===== src/rtl/pipelined_add_sub.sv =====
// Pipelined two's-complement adder/subtractor: the carry chain is cut into STAGES
// equal slices with the carry registered between slices, valid/ready on both sides.
module pipelined_add_sub #(
    parameter int WIDTH  = 32,
    parameter int STAGES = 4
) (
    input  logic             clk,
    input  logic             rst_n,
    input  logic             in_valid,
    output logic             in_ready,
    input  logic [WIDTH-1:0] a,
    input  logic [WIDTH-1:0] b,
    input  logic             cin,
    input  logic             sub,
    output logic             out_valid,
    input  logic             out_ready,
    output logic [WIDTH-1:0] sum,
    output logic             cout,
    output logic             overflow
);

    localparam int SW = WIDTH / STAGES;

    logic             adv;
    logic [WIDTH-1:0] b_eff;
    logic             c_eff;

    // Whole pipe moves in lock-step; a stalled output freezes every stage, bubbles included.
    assign adv      = ~out_valid | out_ready;
    assign in_ready = adv;

    // Subtraction is a + ~b + ~cin, so borrow-in maps onto an inverted carry-in.
    assign b_eff = sub ? ~b : b;
    assign c_eff = sub ? ~cin : cin;

    genvar gi;
    generate
        for (gi = 0; gi < STAGES; gi++) begin : g_stage
            // Operand bits still to be added at this stage: [WIDTH-1 : gi*SW].
            localparam int RW = WIDTH - gi * SW;

            logic                    src_valid;
            logic                    src_c;
            logic [RW-1:0]           src_a;
            logic [RW-1:0]           src_b;
            logic [SW:0]             slice_sum;
            logic [(gi+1)*SW-1:0]    res_next;
            logic                    valid_reg;
            logic                    carry_reg;
            logic [(gi+1)*SW-1:0]    res_reg;

            assign slice_sum = {1'b0, src_a[SW-1:0]} + {1'b0, src_b[SW-1:0]} + (SW+1)'(src_c);

            if (gi == 0) begin : g_src
                assign src_valid = in_valid;
                assign src_c     = c_eff;
                assign src_a     = a;
                assign src_b     = b_eff;
                assign res_next  = slice_sum[SW-1:0];
            end else begin : g_src
                assign src_valid = g_stage[gi-1].valid_reg;
                assign src_c     = g_stage[gi-1].carry_reg;
                assign src_a     = g_stage[gi-1].g_ops.a_reg;
                assign src_b     = g_stage[gi-1].g_ops.b_reg;
                assign res_next  = {slice_sum[SW-1:0], g_stage[gi-1].res_reg};
            end

            always_ff @(posedge clk or negedge rst_n) begin
                if (!rst_n) begin
                    valid_reg <= 1'b0;
                    carry_reg <= 1'b0;
                    res_reg   <= '0;
                end else if (adv) begin
                    valid_reg <= src_valid;
                    carry_reg <= slice_sum[SW];
                    res_reg   <= res_next;
                end
            end

            if (gi < STAGES - 1) begin : g_ops
                // Upper operand slices ride along until their stage consumes them.
                logic [RW-SW-1:0] a_reg;
                logic [RW-SW-1:0] b_reg;

                always_ff @(posedge clk or negedge rst_n) begin
                    if (!rst_n) begin
                        a_reg <= '0;
                        b_reg <= '0;
                    end else if (adv) begin
                        a_reg <= src_a[RW-1:SW];
                        b_reg <= src_b[RW-1:SW];
                    end
                end
            end else begin : g_last
                logic overflow_reg;

                // Signed overflow: like-signed operands producing a result of the other sign.
                always_ff @(posedge clk or negedge rst_n) begin
                    if (!rst_n) begin
                        overflow_reg <= 1'b0;
                    end else if (adv) begin
                        overflow_reg <= (src_a[RW-1] == src_b[RW-1]) &
                                        (slice_sum[SW-1] != src_a[RW-1]);
                    end
                end
            end
        end
    endgenerate

    assign out_valid = g_stage[STAGES-1].valid_reg;
    assign sum       = g_stage[STAGES-1].res_reg;
    assign cout      = g_stage[STAGES-1].carry_reg;
    assign overflow  = g_stage[STAGES-1].g_last.overflow_reg;

endmodule


===== config.mk =====
export PLATFORM = sky130hd
export DESIGN_NAME = pipelined_add_sub
export DESIGN_NICKNAME = d
export VERILOG_FILES = /design/src/rtl/pipelined_add_sub.sv
export SDC_FILE = /design/constraint.sdc
export NUM_CORES = 1
export LEC_CHECK = 0
export BUFFER_PORTS_ARGS = -buffer_cell sky130_fd_sc_hd__clkbuf_2
export CAP_MARGIN = 30
export CORE_ASPECT_RATIO = 1.4
export CORE_MARGIN = 2
export CORE_UTILIZATION = 45
export CTS_CLUSTER_DIAMETER = 100
export DETAILED_ROUTE_END_ITERATION = 8
export PLACE_DENSITY = 0.61
export SETUP_SLACK_MARGIN = 0.1
export SYNTH_ARGS = -nofsm -noshare
export SYNTH_HDL_FRONTEND = slang
export SYNTH_SLANG_ARGS = --single-unit
export TNS_END_PERCENT = 50

===== constraint.sdc =====
create_clock -name clk -period 3.85 [get_ports clk]
set_clock_uncertainty 0.1 [all_clocks]
set_input_delay 0.1925 -clock clk [delete_from_list [all_inputs] [get_ports clk]]
set_output_delay 0.1925 -clock clk [all_outputs]
set_load 0.02 [all_outputs]

==> Implementation_results.wiki, run 1 <==
{| class="wikitable"
! Metric !! Value
|-
| Number of inserted filler cells in the final layout || ~1700
|-
| Via/cell ratio || 4.66
|-
| Count of different cell masters after synthesis || 35
|-
| Total inserted antenna cells || 0
|-
| Initial antenna violation count || 0
|-
| Most utilized layer in the global route result || met2
|-
| Clock net sink count || 185
|-
| Fraction of the cycle the final worst path needs || between 60% and 70%
|-
| Met3 layer usage reported by global route || 3.81%
|-
| Total half-perimeter wirelength after legalization and detailed placement || 10.2 mm
|-
| Clock slew at reported path FFs || 0.07 ns
|-
| Setup violations, final || 0
|-
| TritonCTS clock tree || done
|-
| Setup slack at placement || ~1.4 ns
|-
| Post-route ant nets || 0
|-
| Number of I/O port buffers || 105
|-
| YS warnings || 0
|-
| Post-synthesis async set-or-reset flop share || 100%
|-
| Congestion Overflow GR || 0
|-
| Routed wire per std cell || ~12 um
|-
| Number of standard cells in the layout, taps in and fillers out || 1311
|-
| Die span in y || around 170 um
|-
| Least setup slack across all paths after layout || 1.45 ns
|-
| Die outline width || 119 um
|-
| Number of buffers inserted by post-CTS setup repair || 0
|-
| Post-synthesis instance total || a little over 900
|-
| Register cell area after layout || 0.00463 mm2
|-
| Cell Area, Synth || around 0.0084 mm2
|-
| Number of instances in the placed design || 1229
|-
| Nature of the critical path startpoint || flip-flop
|-
| Clock period minus worst slack || 2.40 ns
|-
| Max-slew violation total from the final report || 0
|-
| Global Route Usage Sum || approximately 17%
|-
| Worst reg2reg startpoint || g_stage[0].carry_reg$_DFFE_PN0P_
|-
| Total clock buffers created by CTS || 17
|-
| Maximum clock frequency || 0.416 GHz
|-
| Post-synthesis sequential area ratio || 55.3%
|-
| Number of synthesized flops with an enable pin || 0
|-
| Starting utilization of the core area || 45.4%
|-
| Slack of the worst reg-to-reg path || 1.45 ns
|-
| Slew Limit Headroom || about a third
|-
| Yosys reg bits || 185
|-
| Placement Rows || 59
|-
| Total Neg Setup Slack || 0 ns
|-
| Net count reported at finish || 1160
|-
| Worst ir drop on vdd || 0.426 mV
|-
| Pleak || 5.16 nW
|-
| Gpl congestion || around 0.82
|-
| P per Cell Area || 803 mW/mm2
|-
| Total wire length || 16.3 mm
|-
| Mean cell area of the mapped netlist || 9.12 um2
|-
| Core area || 0.0185 mm2
|-
| Hold Crit Start || a[0]
|-
| Post-DP Area || 0.00908 mm2
|-
| Core utilization of the finished layout || 55.2%
|-
| GRT met2 Usage || between 20% and 30%
|-
| Hold Path Class || primary input to flip-flop
|-
| First-pass GRT wire length || 27.4 mm
|-
| Level count of the clock H-tree || 4
|-
| Worst Tran Pin Value || 0.995 ns
|-
| Share of final-layout standard cells stronger than drive strength 1 || 14.4%
|-
| Number of vias in the routed layout || 6113
|-
| Endpoint type of the worst setup path || flip-flop
|-
| Bufs on Longest Clock Path || 2
|-
| Setup repair after global routing missed its margin || no
|-
| Worst Path Max Fanout || 3
|-
| DIE AREA || 0.0197 mm2
|-
| Required time of the critical path || 4.03 ns
|-
| Status || completed
|-
| Met1 usage in global routing || 24.2%
|-
| Worst setup path startpoint || g_stage[0].carry_reg$_DFFE_PN0P_
|-
| Max-capacitance violation count || 0
|-
| Root buffer cell || sky130_fd_sc_hd__clkbuf_16
|-
| Vias in the first global route || 5751
|-
| Area of the multi-input gates || 0.00350 mm2
|-
| Drt initial violations || 477
|-
| Layout-stage area growth over the synthesis result || 21.5%
|-
| Maximum number of pins on one net before global-route repair || approximately 230
|-
| IO Pins || 106
|-
| Finished Cell Area || around 0.010 mm2
|-
| Predominant post-synthesis flop cell || sky130_fd_sc_hd__dfrtp_1
|-
| Drt first pass iters || 4
|-
| Insertion delay of the later-clocked pin in the worst-skew pair || approximately 0.44 ns
|-
| Total count of hold-check failures in the final report || 0
|-
| DRC || 0
|-
| Category of the critical setup timing path || flip-flop to flip-flop
|-
| WP data arrival || 2.58 ns
|-
| Net count after synthesis || 1025
|}
[where the power goes]
group          internal [mW]  total (mW)  switching, mW
Clock                  0.985        1.80          0.810
Sequential              2.81        3.30          0.492
Combinational           1.22        3.08           1.86
[worst max-delay path, stage by stage, from the launching register on]
cell and delay (ns):
sky130_fd_sc_hd__dfrtp_1 0.40, sky130_fd_sc_hd__fa_1 0.50, sky130_fd_sc_hd__fa_1 0.43, sky130_fd_sc_hd__a21oi_1 0.21, sky130_fd_sc_hd__o211ai_1 0.13, sky130_fd_sc_hd__a21oi_1 0.24
sky130_fd_sc_hd__xor2_1 0.15, sky130_fd_sc_hd__o21ai_0 0.08
[cell usage after synthesis, drive strengths merged, types with 5 or more instances]
cell type	count	area (um2)
a21oi	18	90.1
nor3	12	60.1
a211oi	9	87.6
xnor2	28	245
a31oi	5	46.3
inv	10	37.5
nand2	442	1660
fa	8	160
o211ai	5	37.5
buf	39	195
dfrtp	185	4630
nor2	14	52.6
xor2	22	193
a21o	5	37.5
o21ai	62	318
clkbuf	6	22.5
ha	28	350
[repair_timing]
item | 4_1_cts | 5_1_grt
hold buffers | 50 | 0
hold endpoints to repair | 138 | 0
resized for setup | 0 | 0
[layer usage]
| layer | vias to the layer above | routed length, um |
|---|---|---|
| met2 | 98 | 7380 |
| met4 | 0 | 283 |
| met3 | 22 | 521 |
| li1 | 3206 | - |
| met1 | 2787 | 8090 |
| met5 | - | 0 |
[path summary, 6_finish.rpt]
path                                                       to  depth (start not counted)
setup / recovery           g_stage[1].res_reg[14]$_DFFE_PN0P_                          7
hold / removal              g_stage[0].res_reg[0]$_DFFE_PN0P_                          4
setup reg to reg           g_stage[1].res_reg[14]$_DFFE_PN0P_                          7
hold reg to reg                         out_valid$_DFFE_PN0P_                          1
max in group asynchronous                 sum[17]$_DFFE_PN0P_                          3
min in group asynchronous    g_stage[1].valid_reg$_DFFE_PN0P_                          2
[cell usage in the layout (no fill, tap or decap), types with 3 or more instances in the layout]
| cell | instances |
|---|---|
| sky130_fd_sc_hd__a211oi_1 | 5 |
| sky130_fd_sc_hd__a211oi_2 | 4 |
| sky130_fd_sc_hd__a21o_1 | 5 |
| sky130_fd_sc_hd__a21oi_1 | 18 |
| sky130_fd_sc_hd__a31oi_1 | 4 |
| sky130_fd_sc_hd__buf_4 | 4 |
| sky130_fd_sc_hd__clkbuf_16 | 17 |
| sky130_fd_sc_hd__clkbuf_2 | 104 |
| sky130_fd_sc_hd__dfrtp_1 | 185 |
| sky130_fd_sc_hd__dlygate4sd3_1 | 50 |
| sky130_fd_sc_hd__fa_1 | 8 |
| sky130_fd_sc_hd__ha_1 | 28 |
| sky130_fd_sc_hd__inv_1 | 9 |
| sky130_fd_sc_hd__inv_6 | 7 |
| sky130_fd_sc_hd__inv_8 | 3 |
| sky130_fd_sc_hd__nand2_1 | 442 |
| sky130_fd_sc_hd__nand2b_1 | 3 |
| sky130_fd_sc_hd__nor2_1 | 14 |
| sky130_fd_sc_hd__nor2b_1 | 3 |
| sky130_fd_sc_hd__nor3_1 | 12 |
| sky130_fd_sc_hd__o211ai_1 | 5 |
| sky130_fd_sc_hd__o21ai_0 | 47 |
| sky130_fd_sc_hd__o21ai_1 | 13 |
| sky130_fd_sc_hd__o21bai_1 | 3 |
| sky130_fd_sc_hd__xnor2_1 | 28 |
| sky130_fd_sc_hd__xor2_1 | 22 |
[layout make-up]
cell class	instances	share of cell area [%]
Sequential cell	185	45.5
Multi-Input combinational cell	679	34.4
Clock inverter	15	1.74
Timing Repair Buffer	161	10.8
Inverter	10	0.393
Tap cell	244	3.00
Clock buffer	17	4.18
[cell families after synthesis]
family | after synthesis | synth area share (%)
AOI/OAI and AO/OA | 113 | 8.26
adders and majority gates | 36 | 6.09
buffers and inverters | 55 | 3.05
DFF | 185 | 55.3
and+or+nand+nor | 480 | 22.1
xor gates and xnor gates | 50 | 5.23
[stage by stage]
stage               hold slack [ns]  power, mW
floorplan                    -0.203       5.57
global placement              0.201       6.31
detailed placement            0.205       6.40
CTS                          0.0318       8.25
global route                 0.0437       8.85
finish                       0.0426       8.17
Power figures use the tool's default switching activity.
==> run 2, diff against run 1 <==
PLACE_DENSITY = 0.63   (was 0.61)
clock period = 2.05 ns   (was 3.85 ns; I/O delays follow)
==> Implementation_results.wiki, run 2 (synthesized netlist as in run 1, its figures left out) <==
{| class="wikitable"
! Metric !! Value
|-
| WP data arrival || 2.32 ns
|-
| Die span in y || 165 um
|-
| Number of vias in the routed layout || slightly above 6000
|-
| Net count reported at finish || 1185
|-
| Area of the multi-input gates || 0.00359 mm2
|-
| Slack of the worst reg-to-reg path || -0.07 ns
|-
| Total clock buffers created by CTS || 17
|-
| Vias in the first global route || 5882
|-
| DIE AREA || 0.0197 mm2
|-
| Maximum number of pins on one net before global-route repair || 87
|-
| Clock slew at reported path FFs || 0.07 ns
|-
| Slew Limit Headroom || 62.1%
|-
| Max-capacitance violation count || 0
|-
| Maximum clock frequency || between 0.4 and 0.5 GHz
|-
| Clock period minus worst slack || 2.12 ns
|-
| Category of the critical setup timing path || flip-flop to flip-flop
|-
| Post-route ant nets || 0
|-
| Worst Path Max Fanout || 2
|-
| Bufs on Longest Clock Path || 2
|-
| Placement Rows || approximately 60
|-
| Fraction of the cycle the final worst path needs || 103%
|-
| Number of I/O port buffers || around 110
|-
| Number of standard cells in the layout, taps in and fillers out || roughly 1300
|-
| Most utilized layer in the global route result || met2
|-
| Gpl congestion || approximately 0.82
|-
| Die outline width || 119 um
|-
| Routed wire per std cell || around 12 um
|-
| Max-slew violation total from the final report || 0
|-
| Least setup slack across all paths after layout || -0.0703 ns
|-
| Number of instances in the placed design || 1249
|-
| Root buffer cell || sky130_fd_sc_hd__clkbuf_16
|-
| GRT met2 Usage || 28.2%
|-
| Endpoint type of the worst setup path || flip-flop
|-
| Share of final-layout standard cells stronger than drive strength 1 || roughly 18%
|-
| Level count of the clock H-tree || 4
|-
| Initial antenna violation count || 1
|-
| Met3 layer usage reported by global route || 3.40%
|-
| Setup violations, final || 4
|-
| Met1 usage in global routing || 24.5%
|-
| P per Cell Area || 1500 mW/mm2
|-
| Pleak || 5.29 nW
|-
| Number of inserted filler cells in the final layout || 1729
|-
| Worst Tran Pin Value || 0.569 ns
|-
| Hold Path Class || primary input to flip-flop
|-
| Via/cell ratio || ~4.6
|-
| Worst ir drop on vdd || 0.682 mV
|-
| Drt first pass iters || 7
|-
| TritonCTS clock tree || done
|-
| Leading cell types in the layout, fill and taps excluded || sky130_fd_sc_hd__nand2_1, sky130_fd_sc_hd__dfrtp_1, sky130_fd_sc_hd__clkbuf_2, sky130_fd_sc_hd__dlygate4sd3_1, sky130_fd_sc_hd__o21ai_0
|-
| Total half-perimeter wirelength after legalization and detailed placement || between 10 and 15 mm
|-
| Drt initial violations || between 300 and 400
|-
| Setup repair after global routing missed its margin || yes
|-
| Insertion delay of the later-clocked pin in the worst-skew pair || 0.43 ns
|-
| Post-DP Area || 0.00931 mm2
|-
| Most common cell after layout, fill and taps aside || sky130_fd_sc_hd__nand2_1
|-
| Total wire length || 16.4 mm
|-
| IO Pins || 106
|-
| Global Route Usage Sum || 17.8%
|-
| Starting utilization of the core area || 45.4%
|-
| Total count of hold-check failures in the final report || 0
|-
| Required time of the critical path || 2.25 ns
|-
| Finished Cell Area || between 0.01 and 0.015 mm2
|-
| DRC || 0
|-
| Violations in the final reports || setup timing
|-
| First-pass GRT wire length || 28.3 mm
|-
| Register cell area after layout || 0.00463 mm2
|-
| Status || finished with violations
|-
| Clock net sink count || 185
|-
| Core area || 0.0185 mm2
|-
| Congestion Overflow GR || 0
|-
| Layout-stage area growth over the synthesis result || 25.4%
|-
| Nature of the critical path startpoint || flip-flop
|}
run 2: cell count changes in the layout (fill, tap and decap cells not counted), sizes merged:
cell         previous run  this run
dlygate4sd3            50        51
buf                     6        30
diode                   0         1
inv                    20        12
clkbuf                122       125
clkinv                  3         8
run 2: what timing repair did:
action	in CTS	in global routing
hold buffers	51	0
gates resized for setup	11	5
buffers inserted	5	0
endpoints found under the hold margin	111	0
pin swaps	24	16
setup endpoints to repair	13	16
run 2: report_power, final:
group | internal, mW | switching [mW] | leakage, nW
Combinational | 2.64 | 3.62 | 2.76
Sequential | 5.28 | 0.923 | 2.24
Clock | 1.88 | 1.40 | 0.295
Total | 9.80 | 5.95 | 5.29
run 2: per-stage QoR:
| stage | hold WS (ns) | utilization [%] | setup TNS (ns) | setup slack, ns | total power, mW |
|---|---|---|---|---|---|
| floorplan | -0.293 | - | -0.0908 | -0.0575 | 10.5 |
| CTS | 0.0332 | 56.8 | -0.377 | -0.0880 | 15.9 |
| global placement | 0.0418 | 50.4 | -0.392 | -0.0834 | 12.1 |
| detailed placement | 0.0455 | 50.4 | -0.863 | -0.119 | 12.3 |
| finish | 0.0405 | 56.9 | -0.153 | -0.0703 | 15.7 |
| global route | 0.0587 | 56.9 | -0.863 | -0.168 | 17.1 |
run 2: metal layers:
metal / wire length (um) / part of all wire (%) / vias to the layer above
li1: - / - / 3253
met1: 7960 / 49 / 2854
met2: 7660 / 47 / 88
met3: 442 / 2.7 / 21
met4: 295 / 1.8 / 0
met5: 0 / 0 / -
run 2: cell type report:
type	count	area share [%]
Clock inverter	12	1.33
Tap cell	244	2.91
Inverter	10	0.381
Timing Repair Buffer	186	12.7
Multi-Input combinational cell	679	34.2
Sequential cell	185	44.1
Clock buffer	20	4.35
Antenna cell	1	0.0238
run 2: worst paths after layout:
path | startpoint | end | depth (start not counted)
max | g_stage[2].g_ops.b_reg[0]$_DFFE_PN0P_ | sum[30]$_DFFE_PN0P_ | 7
max reg2reg | g_stage[2].g_ops.b_reg[0]$_DFFE_PN0P_ | sum[30]$_DFFE_PN0P_ | 7
min | a[1] | g_stage[0].res_reg[1]$_DFFE_PN0P_ | 4
max in group asynchronous | rst_n | g_stage[1].g_ops.a_reg[3]$_DFFE_PN0P_ | 3
min reg2reg | sum[6]$_DFFE_PN0P_ | sum[6]$_DFFE_PN0P_ | 2
min in group asynchronous | rst_n | g_stage[1].valid_reg$_DFFE_PN0P_ | 2
run 2: critical path, cell delays in order, from the launching register on:
cell,delay (ns)
sky130_fd_sc_hd__dfrtp_1,0.40
sky130_fd_sc_hd__fa_2,0.42
sky130_fd_sc_hd__fa_2,0.37
sky130_fd_sc_hd__a21oi_2,0.17
sky130_fd_sc_hd__o211ai_1,0.12
sky130_fd_sc_hd__a21oi_2,0.17
sky130_fd_sc_hd__xor2_1,0.17
sky130_fd_sc_hd__o21ai_1,0.08
